File: src/rtl/uart_cpu_regs.sv
// rtl/uart_cpu_regs.sv - CPU register block of the FPGA UART (STAT, CTRL, TX, RX)
module uart_cpu_regs (
    input  logic        clk_i,
    input  logic        rst_ni,
    input  logic        wr_en_cpu_i,
    input  logic        rd_en_cpu_i,
    input  logic [1:0]  cpu_addr_i,
    input  logic [31:0] cpu_wr_data_i,
    output logic [31:0] cpu_rd_data_o,
    output logic        tx_en_o,
    output logic        tx_start_o,
    output logic [7:0]  tx_data_o,
    output logic [1:0]  tx_width_o,
    input  logic        tx_done_i,
    output logic        rx_en_o,
    output logic [1:0]  rx_width_o,
    input  logic        rx_valid_i,
    input  logic [7:0]  rx_data_i,
    input  logic        rx_frame_err_i,
    output logic        irq_o
);
    localparam int CPU_ADDR_WIDTH = 2;
    localparam int CPU_DATA_WIDTH = 32;

    localparam logic [CPU_ADDR_WIDTH-1:0] ADDR_STAT = 2'd0;
    localparam logic [CPU_ADDR_WIDTH-1:0] ADDR_CTRL = 2'd1;
    localparam logic [CPU_ADDR_WIDTH-1:0] ADDR_TX   = 2'd2;
    localparam logic [CPU_ADDR_WIDTH-1:0] ADDR_RX   = 2'd3;

    function automatic logic [7:0] width_mask(input logic [1:0] width, input logic [7:0] data);
        case (width)
            2'b00:   width_mask = data & 8'h1F;
            2'b01:   width_mask = data & 8'h3F;
            2'b10:   width_mask = data & 8'h7F;
            default: width_mask = data;
        endcase
    endfunction

    logic                      r_tx_en, r_tx_irq_en, r_rx_en, r_rx_irq_en;
    logic [1:0]                r_tx_width, r_rx_width;
    logic [7:0]                r_tx_reg, r_tx_shadow, r_rx_hold;
    logic                      r_busy, r_tx_start, r_tx_done;
    logic                      r_rx_valid, r_rx_overrun, r_rx_frame_err;
    logic [CPU_DATA_WIDTH-1:0] r_rd_data;
    logic                      r_irq;

    logic                      w_wr_stat, w_wr_ctrl, w_wr_tx, w_rd_rx;
    logic                      w_start_acc, w_rx_load;
    logic                      w_busy_nxt, w_tx_done_nxt, w_rx_valid_nxt;
    logic                      w_overrun_nxt, w_frame_err_nxt;
    logic                      w_tx_irq_en_nxt, w_rx_irq_en_nxt;
    logic [CPU_DATA_WIDTH-1:0] w_rd_mux;
    logic                      w_unused_wdata;

    assign w_wr_stat = wr_en_cpu_i && (cpu_addr_i == ADDR_STAT);
    assign w_wr_ctrl = wr_en_cpu_i && (cpu_addr_i == ADDR_CTRL);
    assign w_wr_tx   = wr_en_cpu_i && (cpu_addr_i == ADDR_TX);
    assign w_rd_rx   = rd_en_cpu_i && (cpu_addr_i == ADDR_RX);

    // A start needs the same write to leave tx_en set, and the core idle.
    assign w_start_acc = w_wr_ctrl && cpu_wr_data_i[1] && cpu_wr_data_i[0] && !r_busy;
    assign w_rx_load   = rx_valid_i && r_rx_en;

    always_comb begin
        w_busy_nxt = r_busy;
        if (w_start_acc)
            w_busy_nxt = 1'b1;
        else if (w_wr_ctrl && !cpu_wr_data_i[0])
            w_busy_nxt = 1'b0;
        else if (tx_done_i)
            w_busy_nxt = 1'b0;
    end

    // Hardware sets beat W1C clears; an RX read racing a new byte keeps valid without overrun.
    assign w_tx_done_nxt   = tx_done_i || (r_tx_done && !(w_wr_stat && cpu_wr_data_i[0]));
    assign w_rx_valid_nxt  = w_rx_load || (r_rx_valid && !w_rd_rx);
    assign w_overrun_nxt   = (w_rx_load && r_rx_valid && !w_rd_rx)
                           || (r_rx_overrun && !(w_wr_stat && cpu_wr_data_i[3]));
    assign w_frame_err_nxt = (w_rx_load && rx_frame_err_i)
                           || (r_rx_frame_err && !(w_wr_stat && cpu_wr_data_i[4]));

    assign w_tx_irq_en_nxt = w_wr_ctrl ? cpu_wr_data_i[2]  : r_tx_irq_en;
    assign w_rx_irq_en_nxt = w_wr_ctrl ? cpu_wr_data_i[17] : r_rx_irq_en;

    always_comb begin
        w_rd_mux = '0;
        case (cpu_addr_i)
            ADDR_STAT: w_rd_mux = {27'd0, r_rx_frame_err, r_rx_overrun, r_rx_valid, r_busy, r_tx_done};
            ADDR_CTRL: w_rd_mux = {9'd0, r_rx_width, 3'd0, r_rx_irq_en, r_rx_en,
                                   9'd0, r_tx_width, 2'd0, r_tx_irq_en, 1'b0, r_tx_en};
            ADDR_TX:   w_rd_mux = {24'd0, r_tx_reg};
            ADDR_RX:   w_rd_mux = {24'd0, r_rx_hold};
            default:   w_rd_mux = '0;
        endcase
    end

    assign w_unused_wdata = &{1'b0, cpu_wr_data_i[31:23], cpu_wr_data_i[20:18],
                              cpu_wr_data_i[15:7], cpu_wr_data_i[4:3]};

    always_ff @(posedge clk_i or negedge rst_ni) begin
        if (!rst_ni) begin
            r_tx_en        <= 1'b0;
            r_tx_irq_en    <= 1'b0;
            r_tx_width     <= 2'b00;
            r_rx_en        <= 1'b0;
            r_rx_irq_en    <= 1'b0;
            r_rx_width     <= 2'b00;
            r_tx_reg       <= 8'h00;
            r_tx_shadow    <= 8'h00;
            r_rx_hold      <= 8'h00;
            r_busy         <= 1'b0;
            r_tx_start     <= 1'b0;
            r_tx_done      <= 1'b0;
            r_rx_valid     <= 1'b0;
            r_rx_overrun   <= 1'b0;
            r_rx_frame_err <= 1'b0;
            r_rd_data      <= '0;
            r_irq          <= 1'b0;
        end else begin
            if (w_wr_ctrl) begin
                r_tx_en     <= cpu_wr_data_i[0];
                r_tx_irq_en <= cpu_wr_data_i[2];
                r_tx_width  <= cpu_wr_data_i[6:5];
                r_rx_en     <= cpu_wr_data_i[16];
                r_rx_irq_en <= cpu_wr_data_i[17];
                r_rx_width  <= cpu_wr_data_i[22:21];
            end
            if (w_wr_tx)
                r_tx_reg <= cpu_wr_data_i[7:0];
            if (w_start_acc)
                r_tx_shadow <= width_mask(cpu_wr_data_i[6:5], r_tx_reg);
            if (w_rx_load)
                r_rx_hold <= width_mask(r_rx_width, rx_data_i);
            if (rd_en_cpu_i)
                r_rd_data <= w_rd_mux;

            r_tx_start     <= w_start_acc;
            r_busy         <= w_busy_nxt;
            r_tx_done      <= w_tx_done_nxt;
            r_rx_valid     <= w_rx_valid_nxt;
            r_rx_overrun   <= w_overrun_nxt;
            r_rx_frame_err <= w_frame_err_nxt;
            r_irq          <= (w_tx_done_nxt && w_tx_irq_en_nxt) || (w_rx_valid_nxt && w_rx_irq_en_nxt);
        end
    end

    assign cpu_rd_data_o = r_rd_data;
    assign tx_en_o       = r_tx_en;
    assign tx_start_o    = r_tx_start;
    assign tx_data_o     = r_tx_shadow;
    assign tx_width_o    = r_tx_width;
    assign rx_en_o       = r_rx_en;
    assign rx_width_o    = r_rx_width;
    assign irq_o         = r_irq;

endmodule
File: config.mk
export PLATFORM = sky130hd
export DESIGN_NAME = uart_cpu_regs
export DESIGN_NICKNAME = d
export VERILOG_FILES = /design/src/rtl/uart_cpu_regs.sv
export SDC_FILE = /design/constraint.sdc
export NUM_CORES = 1
export LEC_CHECK = 0
export ABC_CLOCK_PERIOD_IN_PS = 1250
export CAP_MARGIN = 20
export CORE_ASPECT_RATIO = 2
export CORE_MARGIN = 2
export CORE_UTILIZATION = 25
export CTS_BUF_LIST = sky130_fd_sc_hd__clkbuf_4
export CTS_CLUSTER_SIZE = 30
export DETAILED_ROUTE_END_ITERATION = 8
export MAX_ROUTING_LAYER = met4
export PLACE_DENSITY = 0.55
export SLEW_MARGIN = 30
export SYNTH_ARGS = -nofsm -noshare
export SYNTH_HDL_FRONTEND = slang
export SYNTH_SLANG_ARGS = --single-unit
File: constraint.sdc
create_clock -name clk_i -period 1.25 [get_ports clk_i]
set_clock_uncertainty 0.1 [all_clocks]
set_input_delay 0.375 -clock clk_i [delete_from_list [all_inputs] [get_ports clk_i]]
set_output_delay 0.375 -clock clk_i [all_outputs]
set_load 0.03 [all_outputs]
==> summary.txt <==
Status
  • Status: finished with violations
  • Failing checks: negative setup slack

Setup path
  • R2R setup slack: -0.09 ns
  • Delay-heaviest family, CP: flip-flops
  • CP Class: register to primary output
  • FF-to-FF Start: r_rx_hold[2]
  • WP data arrival: 1.07 ns
  • Crit-path cells: buf_6, buf_6
  • CP peak stage delay: between 0.4 and 0.5 ns
  • Crit-path max FO: 2
  • Setup crit end kind: primary output
  • R2r endpoint: cpu_rd_data_o[2]
  • Cells on worst reg2reg path: 2
  • WP data required: slightly below 0.8 ns
  • Worst Setup SP: rx_en_o
  • Most frequent CP cell: buf_6
  • Crit-path slowest cell: dfrtp_2
  • Worst path buffer plus inverter count: 2
  • Crit start category: register

Clocking
  • CTS Buf Count: 5
  • TritonCTS clock tree: built
  • CTS clock-pin slew for the worst setup and hold paths: 0.14 ns
  • CTS H-tree depth: 2
  • Clock Tree Root: clkbuf_4
  • Clock sink count: 51
  • Clk Latency, worst-skew pair: ~0.38 ns
  • Clk buf depth: 2

Timing
  • WHS: 0.306 ns
  • Final period util: 123%
  • Final Hold Fails: 0
  • Unrepaired setup endpoints after global routing: yes
  • Min setup slack post-route: -0.291 ns
  • Fmax: around 650 MHz
  • Setup TNS: -5.86 ns
  • Final max-slew violation count: 0
  • Final setup violation count: 36
  • Min Tclk post-route: between 1.5 and 2 ns

Power
  • Leak pwr: 1.66 nW
  • PD cells: between 1000 and 1500 nW/um^2
  • Max IR drop VDD: 0.877 mV
  • Tot Pwr: 5.09 mW

Synth
  • Synth cell types: 28
  • Mapped Avg Cell Area: 12.3 um^2
  • Synth top area share: 55.8%
  • Post-synth ARST share: 100%
  • Syn Std Cell Area: 2290 um^2
  • Synth Flop Type: dfrtp_1
  • Synth area leader: dfrtp_1
  • Post-Syn Instances: approximately 190
  • Number of synthesized flops with an enable pin: 0
  • Sequential area share after synthesis: 55.8%
  • Post-synth top cells: 51 x dfrtp_1, 33 x mux2_2, 21 x buf_4
  • #FFs+latches synth: slightly above 50
  • Synth warnings: 0
  • Most frequent cell after synthesis: dfrtp_1
  • Top post-synthesis cells by area: dfrtp_1 56%, mux2_2 16%, buf_4 6.9%

Worst hold path
  • Hold endpoint: r_tx_reg[1]
  • Hold Crit Start: cpu_wr_data_i[1]
  • Worst Hold Depth: 2
  • Worst hold path class: primary input to register

GRT
  • Largest net degree at the start of global routing: 52
  • First-pass GRT wire length: 9330 um
  • Vias in the first global route: 1788
  • GR Overflow Total: 0
  • Tot GR Track Use: about an eighth
  • Initial antenna violation count: 0

Placed design
  • Post-DP Area: 3070 um^2
  • GPL Wtd Cong: 0.780
  • Port Buf Inserts: 56
  • Inst Count DP: 360
  • DP HPWL: 4270 um

Final layout
  • Post-route cell area: 3510 um^2
  • Multi-input gate area: 946 um^2
  • Fillers: ~860
  • Area Growth Syn to Fin: 53.6%
  • Antenna Cells: 0
  • Register area: 1280 um^2
  • Layout cells sized above 1: 45.4%
  • Layout net count: 343
  • Number of flip-flops in the largest register: 12
  • Final std cells w/o fill: roughly 400

Floorplanning
  • Die height: between 100 and 150 um
  • Ports: 97
  • Die Width: 71.6 um
  • Initial core utilization: 25.6%
  • Core Area: around 9000 um^2
  • Site Rows: 49
  • Die ar.: roughly 10000 um^2

Drt
  • Routed Antenna Nets: 0
  • Drt pass-1 iters: 6
  • Drt total wl: 5870 um
  • Drc violations: 0
  • DR vias: 1696
  • Starting DRT DRC Count: 53
  • Drt wl/cell: 14.8 um
  • Via density: 4.27

Job
  • Maxcap violations: 0
==> power by group <==
part / internal [mW] / switching, mW / total (mW)
clock: 0.217 / 0.549 / 0.765
combinational: 1.15 / 0.933 / 2.08
sequential: 1.99 / 0.253 / 2.25
total: 3.35 / 1.73 / 5.09
==> metrics by stage <==
stage / setup slack (ns) / utilization (%)
after global routing: -0.347 / 39.2
final: -0.291 / 39.2
after detailed placement: -0.783 / 34.2
after floorplan: -0.355 / -
after CTS: -0.299 / 38.3
after global placement: -0.767 / 34.2
==> area by class of cell <==
type / instances / share of cell area, %
repair buffers: 109 / 30.3
clock inverters: 3 / 0.570
well taps: 102 / 3.63
clock buffers: 5 / 1.07
multi-input cells: 117 / 26.9
flip-flops and latches: 51 / 36.4
inverters: 10 / 1.07
==> cell usage in the layout, fill, tap and decap left out, drive strengths merged, types with 2 or more instances in the layout <==
cell           count
o2bb2ai            2
nand3b             2
clkbuf             5
nand3              5
dlygate4sd2        3
clkinv             2
buf               83
a22oi              5
a21oi              5
dfrtp             51
conb              20
nor2               7
nand2b             2
clkdlybuf4s50     20
mux2              33
mux4               2
inv               10
o22ai              2
mux2i              4
o21ai              8
nand2             12
==> cells by family (layout without fill, tap and decap cells) <==
group                  after synthesis  count (layout)  share of synthesized area [%]
AO/OA/AOI/OAI                       26              26                           7.17
buffers and inverters               37             127                           9.90
flip-flops                          51              51                           55.8
multiplexers                        39              39                           20.0
other                                1              20                          0.164
AND/OR/NAND/NOR                     32              32                           7.00
==> timing repair <==
item,CTS,global route
hold buffers,1,0
hold endpoints to repair,51,0
setup endpoints to repair,73,43
gates cloned,1,0
setup buffers,18,9
resized for setup,55,5
pin swaps,2,1
==> worst max path at each step <==
stage	cells after the start	to
3_3_place_gp	4	cpu_rd_data_o[0]
4_1_cts	2	rx_en_o
6_report	2	rx_en_o
5_1_grt	2	rx_en_o
3_5_place_dp	4	cpu_rd_data_o[0]
2_1_floorplan	5	tx_data_o[0]
==> routing by layer <==
metal	GRT usage, %	routed length, um	vias up
met3	2.82	231	5
met2	22.2	3400	52
met5	-	0	-
li1	-	-	813
met1	13.7	2130	826
met4	4.77	110	0
No activity file was read; power rests on OpenSTA's default activity.
